## config.mk

```make
export PLATFORM = sky130hd
export DESIGN_NAME = perf_fpga_stream_engine
export DESIGN_NICKNAME = d
export VERILOG_FILES = /design/src/rtl/perf_fpga_stream_engine_pkg.sv /design/src/rtl/perf_fpga_stream_engine_pattern_gen.sv /design/src/rtl/perf_fpga_stream_engine.sv
export SDC_FILE = /design/constraint.sdc
export NUM_CORES = 1
export LEC_CHECK = 0
export BUFFER_PORTS_ARGS = -buffer_cell sky130_fd_sc_hd__buf_2
export CORE_AREA = 5 5 511 513
export CTS_CLUSTER_DIAMETER = 80
export DETAILED_ROUTE_END_ITERATION = 8
export DIE_AREA = 0 0 516 518
export MAX_ROUTING_LAYER = met4
export PLACE_DENSITY_LB_ADDON = 0.2
export SYNTH_ARGS = -nofsm -noshare
export SYNTH_HDL_FRONTEND = slang
export SYNTH_HIERARCHICAL = 1
export SYNTH_SLANG_ARGS = --single-unit
```

## constraint.sdc

```tcl
create_clock -name aclk -period 11.39 [get_ports aclk]
set_clock_uncertainty 0.15 [all_clocks]
set_input_delay 2.8475 -clock aclk [delete_from_list [all_inputs] [get_ports aclk]]
set_output_delay 2.8475 -clock aclk [all_outputs]
set_load 0.02 [all_outputs]
```

## src/rtl/perf_fpga_stream_engine_pkg.sv

```systemverilog
// lynxTypes: shared encodings for the stream perf engine.
//   LANE_BITS : width of one replicated pattern lane
//   TID_BITS  : width of the outbound stream tid field
//   REQ_*     : request type encodings presented on req_type
//   state_t   : engine FSM states
package lynxTypes;

  localparam int LANE_BITS = 64;
  localparam int TID_BITS  = 6;

  localparam logic [1:0] REQ_NONE  = 2'b00;
  localparam logic [1:0] REQ_READ  = 2'b01;
  localparam logic [1:0] REQ_WRITE = 2'b10;
  localparam logic [1:0] REQ_LOOP  = 2'b11;

  typedef enum logic [1:0] {
    ST_IDLE = 2'd0,
    ST_RUN  = 2'd1,
    ST_FIN  = 2'd2
  } state_t;

endpackage

```

## src/rtl/perf_fpga_stream_engine_pattern_gen.sv

```systemverilog
// perf_pattern_gen: lane-replicated beat pattern generator and checker.
//   idx      : current beat index
//   lane0_in : lane 0 of an inbound beat
//   pattern  : idx zero-extended to a lane and replicated across the bus
//   mismatch : lane0_in differs from the expected lane value
module perf_pattern_gen
  import lynxTypes::*;
#(
  parameter int DATA_BITS = 512,
  parameter int CNT_BITS  = 64
) (
  input  logic [CNT_BITS-1:0]  idx,
  input  logic [LANE_BITS-1:0] lane0_in,
  output logic [DATA_BITS-1:0] pattern,
  output logic                 mismatch
);

  logic [LANE_BITS-1:0] lane;

  assign lane     = LANE_BITS'(idx);
  assign pattern  = {(DATA_BITS / LANE_BITS){lane}};
  assign mismatch = (lane0_in != lane);

endmodule

```

## src/rtl/perf_fpga_stream_engine.sv

```systemverilog
// perf_fpga_stream_engine: request-driven stream traffic engine.
// A request (read / write / loopback, n_beats) is accepted in IDLE, the
// transfer runs in RUN, and FIN pulses done for one cycle.
//   aclk, aresetn       : clock, synchronous active-low reset
//   axis_in_*           : inbound stream (read sink, loopback source)
//   axis_out_*          : outbound stream (write source, loopback sink)
//   req_valid/req_ready : request handshake, req_type and n_beats qualify it
//   busy, done          : in-progress flag and one-cycle completion pulse
//   cycles, err_cnt     : RUN cycle count and read mismatch count of the
//                         last request, held until the next accept
module perf_fpga_stream_engine
  import lynxTypes::*;
#(
  parameter int          DATA_BITS = 512,
  parameter int          CNT_BITS  = 64,
  parameter int unsigned TID_VAL   = 0
) (
  input  logic                   aclk,
  input  logic                   aresetn,
  input  logic                   axis_in_tvalid,
  output logic                   axis_in_tready,
  input  logic [DATA_BITS-1:0]   axis_in_tdata,
  input  logic [DATA_BITS/8-1:0] axis_in_tkeep,
  input  logic                   axis_in_tlast,
  output logic                   axis_out_tvalid,
  input  logic                   axis_out_tready,
  output logic [DATA_BITS-1:0]   axis_out_tdata,
  output logic [DATA_BITS/8-1:0] axis_out_tkeep,
  output logic                   axis_out_tlast,
  output logic [TID_BITS-1:0]    axis_out_tid,
  input  logic                   req_valid,
  output logic                   req_ready,
  input  logic [1:0]             req_type,
  input  logic [CNT_BITS-1:0]    n_beats,
  output logic                   busy,
  output logic                   done,
  output logic [63:0]            cycles,
  output logic [31:0]            err_cnt
);

  function automatic logic [31:0] sat_inc32(input logic [31:0] v);
    return (v == '1) ? v : v + 32'd1;
  endfunction

  state_t                state_q;
  logic [1:0]            mode_q;
  logic [CNT_BITS-1:0]   n_q;
  logic [CNT_BITS-1:0]   idx_q;
  logic [63:0]           cycles_q;
  logic [31:0]           err_q;

  logic                  run;
  logic                  last_beat;
  logic                  beat_hs;
  logic                  loop_sel;
  logic                  lane_mismatch;
  logic [DATA_BITS-1:0]  pattern;

  perf_pattern_gen #(
    .DATA_BITS (DATA_BITS),
    .CNT_BITS  (CNT_BITS)
  ) u_pattern (
    .idx      (idx_q),
    .lane0_in (axis_in_tdata[LANE_BITS-1:0]),
    .pattern  (pattern),
    .mismatch (lane_mismatch)
  );

  assign run       = (state_q == ST_RUN);
  assign req_ready = (state_q == ST_IDLE);
  assign busy      = (state_q != ST_IDLE);
  assign done      = (state_q == ST_FIN);
  assign cycles    = cycles_q;
  assign err_cnt   = err_q;
  assign last_beat = (idx_q == n_q - CNT_BITS'(1));
  assign loop_sel  = (mode_q == REQ_LOOP);

  // Stream handshake signals exist only while RUN; the unused side of the
  // current mode stays low.
  always_comb begin
    axis_out_tvalid = 1'b0;
    axis_in_tready  = 1'b0;
    if (run) begin
      case (mode_q)
        REQ_WRITE: axis_out_tvalid = 1'b1;
        REQ_READ:  axis_in_tready  = 1'b1;
        REQ_LOOP: begin
          axis_out_tvalid = axis_in_tvalid;
          axis_in_tready  = axis_out_tready;
        end
        default: ;
      endcase
    end
  end

  // In loopback the outbound handshake is the joint handshake, so only
  // read mode has to look at the inbound side.
  assign beat_hs = (mode_q == REQ_READ) ? (axis_in_tvalid && axis_in_tready)
                                        : (axis_out_tvalid && axis_out_tready);

  assign axis_out_tdata = loop_sel ? axis_in_tdata : pattern;
  assign axis_out_tkeep = loop_sel ? axis_in_tkeep : '1;
  assign axis_out_tlast = loop_sel ? axis_in_tlast : last_beat;
  assign axis_out_tid   = TID_BITS'(TID_VAL);

  always_ff @(posedge aclk) begin
    if (!aresetn) begin
      state_q  <= ST_IDLE;
      idx_q    <= '0;
      cycles_q <= '0;
      err_q    <= '0;
    end else begin
      case (state_q)
        ST_IDLE: begin
          if (req_valid && (req_type != REQ_NONE)) begin
            mode_q   <= req_type;
            n_q      <= n_beats;
            idx_q    <= '0;
            cycles_q <= '0;
            err_q    <= '0;
            state_q  <= (n_beats == '0) ? ST_FIN : ST_RUN;
          end
        end
        ST_RUN: begin
          cycles_q <= cycles_q + 64'd1;
          if (beat_hs) begin
            idx_q <= idx_q + CNT_BITS'(1);
            if ((mode_q == REQ_READ) && lane_mismatch) err_q <= sat_inc32(err_q);
            if (last_beat) state_q <= ST_FIN;
          end
        end
        ST_FIN:  state_q <= ST_IDLE;
        default: state_q <= ST_IDLE;
      endcase
    end
  end

endmodule

```

==> flow_metrics.py <==
metrics = {
    "outcome": {
        "status": "finished, final reports clean",
    },
    "global_routing": {
        "overflow": 0,
        "grt_pass1_wl_microns": 278100,
        "grt_max_degree": 176,
        "grt_pass1_vias": 26458,
        "gr-usage-all-layers": 0.1604,
        "antenna_found_initial": 135,
    },
    "sta": {
        "relSlewSlack": 0.2329,
        "hold_violations": 0,
        "tightest_slew_ps": 1149,
        "slew_viol_final": 0,
        "setup_tns_ps": 0,
        "fin_crit_ps": 7972,
        "fin_crit_sh": 0.6999,
        "setup_viol": 0,
        "fmax_ghz": 0.1254,
        "rsz0062_at_grt": "false",
    },
    "worst_setup_path": {
        "end_kind": "output port",
        "worstRegToRegCells": 9,
        "max_stage_delay_ps": 590,
        "rr_startpoint": "n_q[17]",
        "reg2reg_to": "state_q[0]",
        "crit_chain": "nor4_1 -> nand3_1 -> nor4_4 -> o2111ai_1 -> a2111oi_1 -> nand4_1 -> or4_1 -> nor4_1 -> a21o_1 -> buf_2",
        "cp_common_cell": "nor4_1",
        "reg2reg_slack_ps": 6740,
        "crit_path_top_delay_cell": "nand3_1",
        "start_kind": "register",
        "worstPathRequired_ps": 8390,
        "cp.arrival_ps": 4970,
        "crit_type": "register to output port",
        "cp_max_fo": 12,
    },
    "floorplanning": {
        "die_w_microns": 516,
        "ioPinCount": 1332,
        "design.die.area_sq_mm": 0.2673,
        "initial_core_util": 0.08937,
        "core_region_area_sq_mm": 0.2558,
        "die_h_microns": 518,
        "rows": 186,
    },
    "cts": {
        "clk_path_buf_depth": 3,
        "htreeDepth": 1,
        "clock_latency_ps": 590,
        "clk_pin_slew_ps": 60,
        "cts_tree": "built",
        "clock-sinks": 228,
        "post_cts_resized": 0,
        "cts_buffers": 28,
        "cts_setup_buffers": 0,
        "cts-hold-fix-buffers": 0,
        "clockRootBuffer": "clkbuf_16",
    },
    "power": {
        "p_leak_nw": 14.80,
        "pwr-share-seq": 0.339,
        "peakVddDrop_uv": 110.7,
        "netSwitchingPower_mw": 0.9905,
        "power.density_mw_per_mm2": 85.20,
        "internal_power_mw": 1.639,
        "swShare": 0.3767,
        "p_comb_frac": 0.296,
        "pwr-share-clk": 0.365,
        "power_mw": 2.629,
    },
    "synth": {
        "ys_types": 68,
        "yosys_warnings": 6,
        "seq_area_frac_synth": 0.2286,
        "ys_ff_latch": 228,
        "synth_async_sr_flop_share": 0,
        "synthesis.area_sq_mm": 0.02286,
        "syn_area_per_cell_sq_um": 6.341,
        "ys.flop_type": "dfxtp_1",
        "synth_edf_count": 66,
        "syn_inst": 3605,
    },
    "worst_hold_path": {
        "hold_depth": 2,
        "holdCritPathClass": "register to register",
        "whs_endpoint": "cycles[63]",
        "min_from": "cycles[63]",
    },
    "finish": {
        "areaGrowthSynthToFinish_pct": 35.02,
        "final_cell_mix": "nand2_1, buf_2, nor2_1",
        "final_util": 0.1207,
        "drive_gt1_frac": 0.3382,
        "nets": 4990,
        "final_common_cell": "nand2_1",
    },
    "route": {
        "via_count": 26481,
        "viasPerCell": 3.389,
        "drt_iter0_markers": 1742,
        "drtPass1Iterations": 5,
        "wl_per_cell_microns": 28.20,
        "ant_nets": 0,
        "route.detailed.drc": 0,
        "finalWirelength_microns": 220400,
    },
    "placement": {
        "place_hpwl_microns": 188300,
        "io_buffer_count": 1325,
        "gp_congestion": 0.9065,
    },
    "job": {
        "drv_cap": 0,
    },
}
==> through the flow <==
stage	hold slack (ps)	setup WS, ps	cell area [sq um]	instances
2_1_floorplan	407.6	4527	22880	3610
3_3_place_gp	330.5	3973	29730	7692
3_5_place_dp	332.3	3989	29730	7692
4_1_cts	345.8	3344	30680	7743
5_1_grt	382.8	3112	30830	7803
6_report	345.4	3418	30860	7814
==> kinds of logic (layout without fill, tap and decap cells) <==
logic type,after synthesis,after routing,share of synthesized area
other,1,77,0.0001641
adders and majority gates,4,4,0.002190
DFF,228,228,0.2286
and+or+nand+nor,2281,2281,0.4260
buffers and inverters,690,1439,0.1988
AOI/OAI and AO/OA,98,98,0.02781
xor gates and xnor gates,298,298,0.1142
muxes,5,5,0.002244
==> power by group through the flow <==
stage / Clock (mW) / Sequential [mW] / Combinational [mW]
floorplan: 0 / 0.897 / 0.365
global placement: 0 / 0.909 / 0.810
detailed placement: 0 / 0.910 / 0.808
CTS: 0.996 / 0.892 / 0.811
global route: 1.02 / 0.894 / 0.845
finish: 0.959 / 0.892 / 0.779
==> worst max-delay path: cells and delay by family (launching register included) <==
kind,cells,cell delay (ps)
buffers and inverters,1,210
and+or+nand+nor,6,2870
DFF,1,450
AOI/OAI and AO/OA,3,870
==> metal layers <==
layer | vias to the layer above | GRT usage | wire [microns]
met5 | - | - | 0
met4 | 0 | 0.02222 | 3730
met3 | 194 | 0.05507 | 20520
met2 | 1233 | 0.2748 | 106300
met1 | 12522 | 0.1847 | 89850
li1 | 12532 | - | -
==> state kept, by name, summed over array words and instances (netlist names) <==
name / flops
state_q: 2
idx_q: 64
err_cnt: 32
n_q: 64
mode_q: 2
cycles: 64
==> cell type report <==
type	count	area, sq um
diodes	71	177.7
clock buffers	34	733.2
clock inverters	17	217.7
fillers	30287	224900
inverters	20	75.07
multi-input cells	2692	13130
flip-flops and latches	228	5275
well taps	3384	4234
repair buffers	1368	7017
==> cells in the mapped netlist (29+ instances only) <==
| cell | n | area, sq um |
|---|---|---|
| nor2_1 | 197 | 739.5 |
| nand4_1 | 71 | 444.2 |
| dfxtp_1 | 162 | 3243 |
| o21ai_0 | 29 | 145.1 |
| or3_1 | 29 | 181.4 |
| nand2_1 | 1635 | 6137 |
| nand2b_1 | 78 | 488.0 |
| xor2_1 | 124 | 1086 |
| nor4_1 | 56 | 350.3 |
| and3_1 | 31 | 193.9 |
| buf_4 | 518 | 3889 |
| nand3_1 | 69 | 345.3 |
| edfxtp_1 | 66 | 1982 |
| xnor2_1 | 174 | 1524 |
| nor3_1 | 39 | 195.2 |
| clkbuf_1 | 143 | 536.8 |
==> worst max-delay path by stage <==
stage	start	end	slack, ps
4_1_cts	n_q[17]	axis_out_tlast	3340
5_1_grt	n_q[17]	axis_out_tlast	3110
3_5_place_dp	n_q[17]	axis_out_tlast	3990
3_3_place_gp	n_q[17]	axis_out_tlast	3970
6_report	n_q[17]	axis_out_tlast	3420
2_1_floorplan	req_type[1]	mode_q[0]	4530
Power figures use the tool's default switching activity.
